==> config.mk <==
export PLATFORM = sky130hd
export DESIGN_NAME = input_data_feeder
export DESIGN_NICKNAME = d
export VERILOG_FILES = /design/src/rtl/input_data_feeder.sv
export SDC_FILE = /design/constraint.sdc
export NUM_CORES = 1
export LEC_CHECK = 0
export ABC_AREA = 0
export BUFFER_PORTS_ARGS = -buffer_cell sky130_fd_sc_hd__buf_2
export CORE_UTILIZATION = 40
export DETAILED_ROUTE_END_ITERATION = 8
export GPL_TIMING_DRIVEN = 1
export PLACE_DENSITY = 0.65
export SETUP_SLACK_MARGIN = 0.02
export SYNTH_ARGS = -nofsm -noshare
export SYNTH_HDL_FRONTEND = slang
export SYNTH_SLANG_ARGS = --single-unit
export TNS_END_PERCENT = 50
==> constraint.sdc <==
create_clock -name clk -period 3.71 [get_ports clk]
set_input_delay 0.5565 -clock clk [delete_from_list [all_inputs] [get_ports clk]]
set_output_delay 0.5565 -clock clk [all_outputs]
set_load 0.005 [all_outputs]
==> src/rtl/input_data_feeder.sv <==
// input_data_feeder: answers each pixel-word request from the conv2d core.
// It issues one buffer read per request at inbase + idx, wrapping idx at insize.
// Returned words go back to the core in order, and the block drains on i_data_end.
// Reads still in flight when the block is stopped are discarded as they return.
module input_data_feeder #(
  parameter int BIT_WIDTH       = 8,
  parameter int NUM_CHANNEL     = 3,
  parameter int ADDR_WIDTH      = 32,
  parameter int DATA_WIDTH      = 32,
  parameter int REG_WIDTH       = 32,
  parameter int MAX_OUTSTANDING = 8
) (
  input  logic                             clk,
  input  logic                             rst_n,
  input  logic                             i_data_req,
  input  logic                             i_data_end,
  output logic [BIT_WIDTH*NUM_CHANNEL-1:0] o_data,
  output logic                             o_data_vld,
  output logic [ADDR_WIDTH-1:0]            mem_radd,
  output logic                             mem_rden,
  input  logic [DATA_WIDTH-1:0]            mem_odat,
  input  logic                             mem_ovld,
  input  logic [REG_WIDTH-1:0]             i_conf_ctrl,
  input  logic [REG_WIDTH-1:0]             i_conf_inbase,
  input  logic [REG_WIDTH-1:0]             i_conf_insize,
  output logic [REG_WIDTH-1:0]             o_pass_cnt,
  output logic                             o_err_ovf,
  output logic                             o_done
);

  localparam int OUT_W  = BIT_WIDTH * NUM_CHANNEL;
  localparam int CNT_W  = $clog2(MAX_OUTSTANDING + 1);
  // Discard can collect the pending reads of more than one stop, so it gets one extra bit.
  localparam int DISC_W = CNT_W + 1;
  localparam logic [CNT_W-1:0] MAX_PEND = CNT_W'(MAX_OUTSTANDING);

  typedef enum logic [1:0] {
    ST_IDLE,
    ST_RUN,
    ST_DRAIN,
    ST_DONE
  } state_t;

  state_t                r_state;
  state_t                w_state_nxt;

  logic [REG_WIDTH-1:0]  r_idx;
  logic [REG_WIDTH-1:0]  r_pass_cnt;
  logic [CNT_W-1:0]      r_pending;
  logic [DISC_W-1:0]     r_discard;
  logic                  r_err_ovf;
  logic [OUT_W-1:0]      r_data;
  logic                  r_data_vld;
  logic [ADDR_WIDTH-1:0] r_mem_radd;
  logic                  r_mem_rden;

  logic                  w_stop;
  logic                  w_req_run;
  logic                  w_accept;
  logic                  w_drop;
  logic                  w_ret_disc;
  logic                  w_ret_live;
  logic [REG_WIDTH-1:0]  w_size;
  logic                  w_last;
  logic [ADDR_WIDTH-1:0] w_rd_addr;
  logic [CNT_W-1:0]      w_pending_after;
  logic [DISC_W-1:0]     w_discard_after;
  logic                  w_unused;

  // Disabling the block or asserting soft reset both force it back to IDLE.
  assign w_stop     = ~i_conf_ctrl[0] | i_conf_ctrl[1];

  // Requests count only in RUN. A full pending counter turns a request into an overflow.
  assign w_req_run  = (r_state == ST_RUN) & ~w_stop & i_data_req;
  assign w_accept   = w_req_run & (r_pending != MAX_PEND);
  assign w_drop     = w_req_run & (r_pending == MAX_PEND);

  // Discarded reads were issued before any live read, so they always return first.
  assign w_ret_disc = mem_ovld & (r_discard != '0);
  assign w_ret_live = mem_ovld & (r_discard == '0) & (r_pending != '0);

  // A zero size behaves as a one-word pass. The compare is >= so that idx still wraps
  // if software shrinks the size in the middle of a pass.
  assign w_size     = (i_conf_insize == '0) ? REG_WIDTH'(1) : i_conf_insize;
  assign w_last     = (r_idx >= (w_size - REG_WIDTH'(1)));
  assign w_rd_addr  = ADDR_WIDTH'(i_conf_inbase) + ADDR_WIDTH'(r_idx);

  assign w_pending_after = r_pending + CNT_W'(w_accept) - CNT_W'(w_ret_live);
  assign w_discard_after = r_discard - DISC_W'(w_ret_disc);

  assign w_unused = ^{mem_odat[DATA_WIDTH-1:OUT_W], i_conf_ctrl[REG_WIDTH-1:2]};

  // State register.
  always_ff @(posedge clk or negedge rst_n) begin
    if (!rst_n) begin
      r_state <= ST_IDLE;
    end else begin
      r_state <= w_state_nxt;
    end
  end

  // Next-state logic and the drain-complete flag.
  always_comb begin
    w_state_nxt = r_state;
    o_done      = 1'b0;
    if (r_state == ST_DONE) begin
      o_done = 1'b1;
    end
    if (w_stop) begin
      w_state_nxt = ST_IDLE;
    end else begin
      case (r_state)
        ST_IDLE:  w_state_nxt = ST_RUN;
        ST_RUN:   if (i_data_end) w_state_nxt = ST_DRAIN;
        ST_DRAIN: if (r_pending == '0) w_state_nxt = ST_DONE;
        ST_DONE:  w_state_nxt = ST_DONE;
        default:  w_state_nxt = ST_IDLE;
      endcase
    end
  end

  // Register the read request: one read-enable pulse per accepted request.
  always_ff @(posedge clk or negedge rst_n) begin
    if (!rst_n) begin
      r_mem_rden <= 1'b0;
      r_mem_radd <= '0;
    end else begin
      r_mem_rden <= w_accept;
      if (w_accept) begin
        r_mem_radd <= w_rd_addr;
      end
    end
  end

  // Read index and pass counter. A stop clears both so the next run starts at inbase.
  always_ff @(posedge clk or negedge rst_n) begin
    if (!rst_n) begin
      r_idx      <= '0;
      r_pass_cnt <= '0;
    end else if (w_stop) begin
      r_idx      <= '0;
      r_pass_cnt <= '0;
    end else if (w_accept) begin
      if (w_last) begin
        r_idx      <= '0;
        r_pass_cnt <= r_pass_cnt + REG_WIDTH'(1);
      end else begin
        r_idx      <= r_idx + REG_WIDTH'(1);
      end
    end
  end

  // Track live and discarded reads. On a stop, every live read becomes one to discard.
  always_ff @(posedge clk or negedge rst_n) begin
    if (!rst_n) begin
      r_pending <= '0;
      r_discard <= '0;
    end else if (w_stop) begin
      r_pending <= '0;
      r_discard <= w_discard_after + DISC_W'(w_pending_after);
    end else begin
      r_pending <= w_pending_after;
      r_discard <= w_discard_after;
    end
  end

  // Sticky overflow flag. It is cleared only by a stop or by reset.
  always_ff @(posedge clk or negedge rst_n) begin
    if (!rst_n) begin
      r_err_ovf <= 1'b0;
    end else if (w_stop) begin
      r_err_ovf <= 1'b0;
    end else if (w_drop) begin
      r_err_ovf <= 1'b1;
    end
  end

  // Pass live returned words to the core. The data holds between beats.
  always_ff @(posedge clk or negedge rst_n) begin
    if (!rst_n) begin
      r_data     <= '0;
      r_data_vld <= 1'b0;
    end else begin
      r_data_vld <= w_ret_live;
      if (w_ret_live) begin
        r_data <= mem_odat[OUT_W-1:0];
      end
    end
  end

  assign o_data     = r_data;
  assign o_data_vld = r_data_vld;
  assign mem_radd   = r_mem_radd;
  assign mem_rden   = r_mem_rden;
  assign o_pass_cnt = r_pass_cnt;
  assign o_err_ovf  = r_err_ovf;

endmodule

==> impl_metrics.toml <==
[run_status]
status = "finished with violations"
violations = "setup timing"

[setup_path]
crit_family = "simple AND/OR/NAND/NOR gates"
worstPathArrival_ps = 5140
cp_slowest_cell = "or4_1"
crit_chain = "buf_6 > or4_4 > or3_4 > or4_4 > or2_4 > nor4_4 > nor2_2 > ha_2 > nand2_4 > nor2_4 > nand4_1 > nor2_1 > xnor2_1 > ha_1 > nand4_1 > or4_1 > o21ai_2 > a221oi_2 > a21oi_4 > buf_12 > nand3_4 > or3_4 > a21oi_2"
crit_path_start_kind = "input pin"
critPathCaptureType = "register"
crit_fanout = 8
path_buf_inv = 2
cp.required_ps = 4060
critPathKind = "input pin to register"
crit_path_max_incr_delay_ps = 540

[floorplanning]
rows = 54
die_w_um = 151
die-area_um2 = 22800
dieHeight_um = 151
fp.coreArea_um2 = 21800
start_util = 0.407
io_pins = 225

[finish]
fillers = 2030
syn2layout_area_growth_pct = 28.7
postLayoutCoreUtil = 0.524
nNetsFinal = 1475
drive_gt1_frac = 0.269

[power]
p_seq_frac = 0.415
power_frac_clock = 0.410
vdd_ir_drop_max_v = 0.000301
leakage_nw = 5.75
combPwrFrac = 0.174
internal-power_w = 0.00283
p_per_area_nw_per_um2 = 352
p_switching_w = 0.00119
swShare = 0.296

[timing]
setup_violations = 64
slew_violations = 0
timing.final.crit_share = 1.29
final_hold_viol_count = 0
max_freq_mhz = 209
min_period_ps = 4790
hold_ws_ps = 223
setup_tns_ps = -59360
setup_ws_ps = -1080
slew_headroom = 0.398
rsz0062_at_grt = "yes"
clock_skew_ps = 16.3
tightest_slew_ps = 904

[synth]
synth.mux.area_fraction = 0.00720
ys_warn_count = 0
syn_area_um2 = 8860
synth_compound_area_frac = 0.133
yosys.cell_types.count = 59
postSynthAreaPerCell_um2 = 8.78
syn_inst = 1009
synth-edff-count = 0
synth_common_cells = "152 x nand2_1, 134 x dfrtp_1, 94 x nor2_1"
synth-xor-area-share = 0.104
syn-num-nets = 1223
synth.area.top_cells = "dfrtp_1 38%, ha_1 11%, nand2_1 6.4%"
ys_ff_latch = 134
synthArstFlopShare = 1.00
synth_top_family_by_area = "simple AND/OR/NAND/NOR gates"
synth-simple-area-share = 0.234
synth_flop_cell = "dfrtp_1"
seq_area_frac_synth = 0.378
yosysTopAreaCellShare = 0.378
synth.most_common_cell = "nand2_1"
yosys.area.top_type = "dfrtp_1"
synthAdderAreaFrac = 0.117

[route]
drc = 0
routed_via_density = 5.07
drt_wl_total_um = 22900
first_iter_violations = 323
drt_pass1_iterations = 5
postRouteAntennaNets = 0
vias = 7881
wl_per_cell_um = 14.7

[global_route]
use_met2 = 0.315
grtUsageTotal = 0.205
use_met3 = 0.0343
gr-usage-met1 = 0.293
overflow = 0
antenna_found_initial = 1
grt_pass1_wl_um = 36700
grt.busiest_layer = "met2"
grt_pass1_vias = 7243
grt_start_max_net_pins = 97

[clock_tree]
cts_tree = "yes"
clk_pin_slew_ps = 60
insertion_delay_ps = 430
clk_path_buf_depth = 2
cts_inserted_buffers = 17
hold_buffers = 0
numClockSinks = 134
root_buffer = "clkbuf_16"
htreeDepth = 4

[place]
globalplace.congestion = 0.912
port_buffers = 186
dpl.hpwl_um = 17800

[min_path]
worstHoldPathType = "input pin to async pin"

[flow_run]
maxCapViolations = 0
-- cell families after synthesis --
group           after synthesis
fa+ha+maj                    81
mux                           6
buf+inv                      62
simple gates                428
flops                       134
compound gates              193
xor+xnor                    105
-- layout by cell type, fill, tap and decap left out, types with 5 or more instances in the layout --
master | netlist | layout
buf_2 | 0 | 183
nand2_1 | 152 | 150
dfrtp_1 | 134 | 134
nor2_1 | 94 | 92
ha_1 | 78 | 77
buf_4 | 0 | 72
o21ai_0 | 71 | 67
xnor2_1 | 54 | 53
xor2_1 | 51 | 51
a21oi_1 | 49 | 46
inv_1 | 30 | 30
nand3_1 | 37 | 30
a21o_1 | 22 | 22
nand4_1 | 22 | 22
clkbuf_16 | 0 | 18
and3_1 | 16 | 15
nor3_1 | 14 | 14
or3_1 | 16 | 13
and2_1 | 10 | 10
nand2b_1 | 9 | 9
and4_1 | 9 | 9
nor2b_1 | 8 | 8
nor4_1 | 10 | 8
or4_1 | 7 | 7
o31ai_1 | 7 | 7
inv_6 | 0 | 7
inv_8 | 0 | 7
nand3_2 | 0 | 6
o21a_1 | 6 | 6
o21bai_1 | 6 | 6
buf_6 | 1 | 6
or2_2 | 6 | 5
a211oi_1 | 6 | 5
-- final cells by class --
class / count / area [µm²] / area share
clock buffer: 17 / 425 / 0.0373
multi-input combinational: 813 / 5430 / 0.476
inverter: 31 / 116 / 0.0102
clock inverter: 15 / 145 / 0.0127
timing repair buffer: 264 / 1580 / 0.139
antenna: 1 / 2.50 / 0.000219
tap: 280 / 350 / 0.0307
sequential: 134 / 3350 / 0.294
-- flip-flops by register name, indices dropped and copies added (netlist names) --
name	count
o_data_vld	1
o_data	24
o_err_ovf	1
r_pending	4
mem_rden	1
r_state	2
r_discard	5
r_idx	32
mem_radd	32
o_pass_cnt	32
-- worst reg2reg max path, stage by stage, from the launching register on --
cell and delay (ps):
dfrtp_1 490, ha_1 260, inv_1 70, fa_1 400, nor2b_1 180, o31a_1 190
o21ai_0 140, a21boi_0 280, a41oi_1 200, o31ai_1 380, a21oi_1 160, and4b_1 210
or3_1 330
-- metal layers --
layer  vias to the layer above  share of wire
met4                         0          0.012
li1                       4072              -
met1                      3619           0.50
met3                        16          0.042
met5                         -              0
met2                       174           0.44
-- path summary, 6_finish.rpt --
| kind | start | endpoint | slack, ps | cells after the start |
|---|---|---|---|---|
| worst max-delay path | i_conf_insize[4] | o_pass_cnt[29]$_DFFE_PN0P_ | -1080 | 23 |
| worst min-delay path | rst_n | mem_radd[1]$_DFFE_PN0P_ | 220 | 1 |
| worst max register to register | r_idx[0]$_DFFE_PN0P_ | mem_radd[18]$_DFFE_PN0P_ | 310 | 12 |
| worst min register to register | mem_radd[0]$_DFFE_PN0P_ | mem_radd[0]$_DFFE_PN0P_ | 470 | 2 |
| max in group asynchronous | rst_n | o_data_vld$_DFF_PN0_ | 2630 | 2 |
| min in group clk | mem_odat[14] | o_data[14]$_DFFE_PN0P_ | 320 | 3 |
-- through the flow --
step / area, µm² / worst slack (ps) / power [W] / std cells
floorplan: 8910 / -1430 / 0.00205 / 1009
global placement: 10600 / -1570 / 0.00236 / 1516
detailed placement: 10600 / -1650 / 0.00238 / 1516
CTS: 11300 / -1080 / 0.00405 / 1549
global route: 11400 / -1280 / 0.00423 / 1555
finish: 11400 / -1080 / 0.00402 / 1555
-- power by group through the flow --
stage	clock (W)	combinational, W	sequential (W)
floorplan	0	0.000350	0.00170
global placement	0	0.000669	0.00169
detailed placement	0	0.000684	0.00170
CTS	0.00168	0.000692	0.00167
global route	0.00175	0.000793	0.00169
finish	0.00165	0.000700	0.00167
-- what timing repair did --
item                                    4_1_cts  5_1_grt
pin swaps                                    17       11
resized for setup                            17       19
endpoints found under the setup margin       64       64
gates cloned                                  0        1
setup buffers                                 1        4
Note: power is estimated with default switching activity, not from simulation.
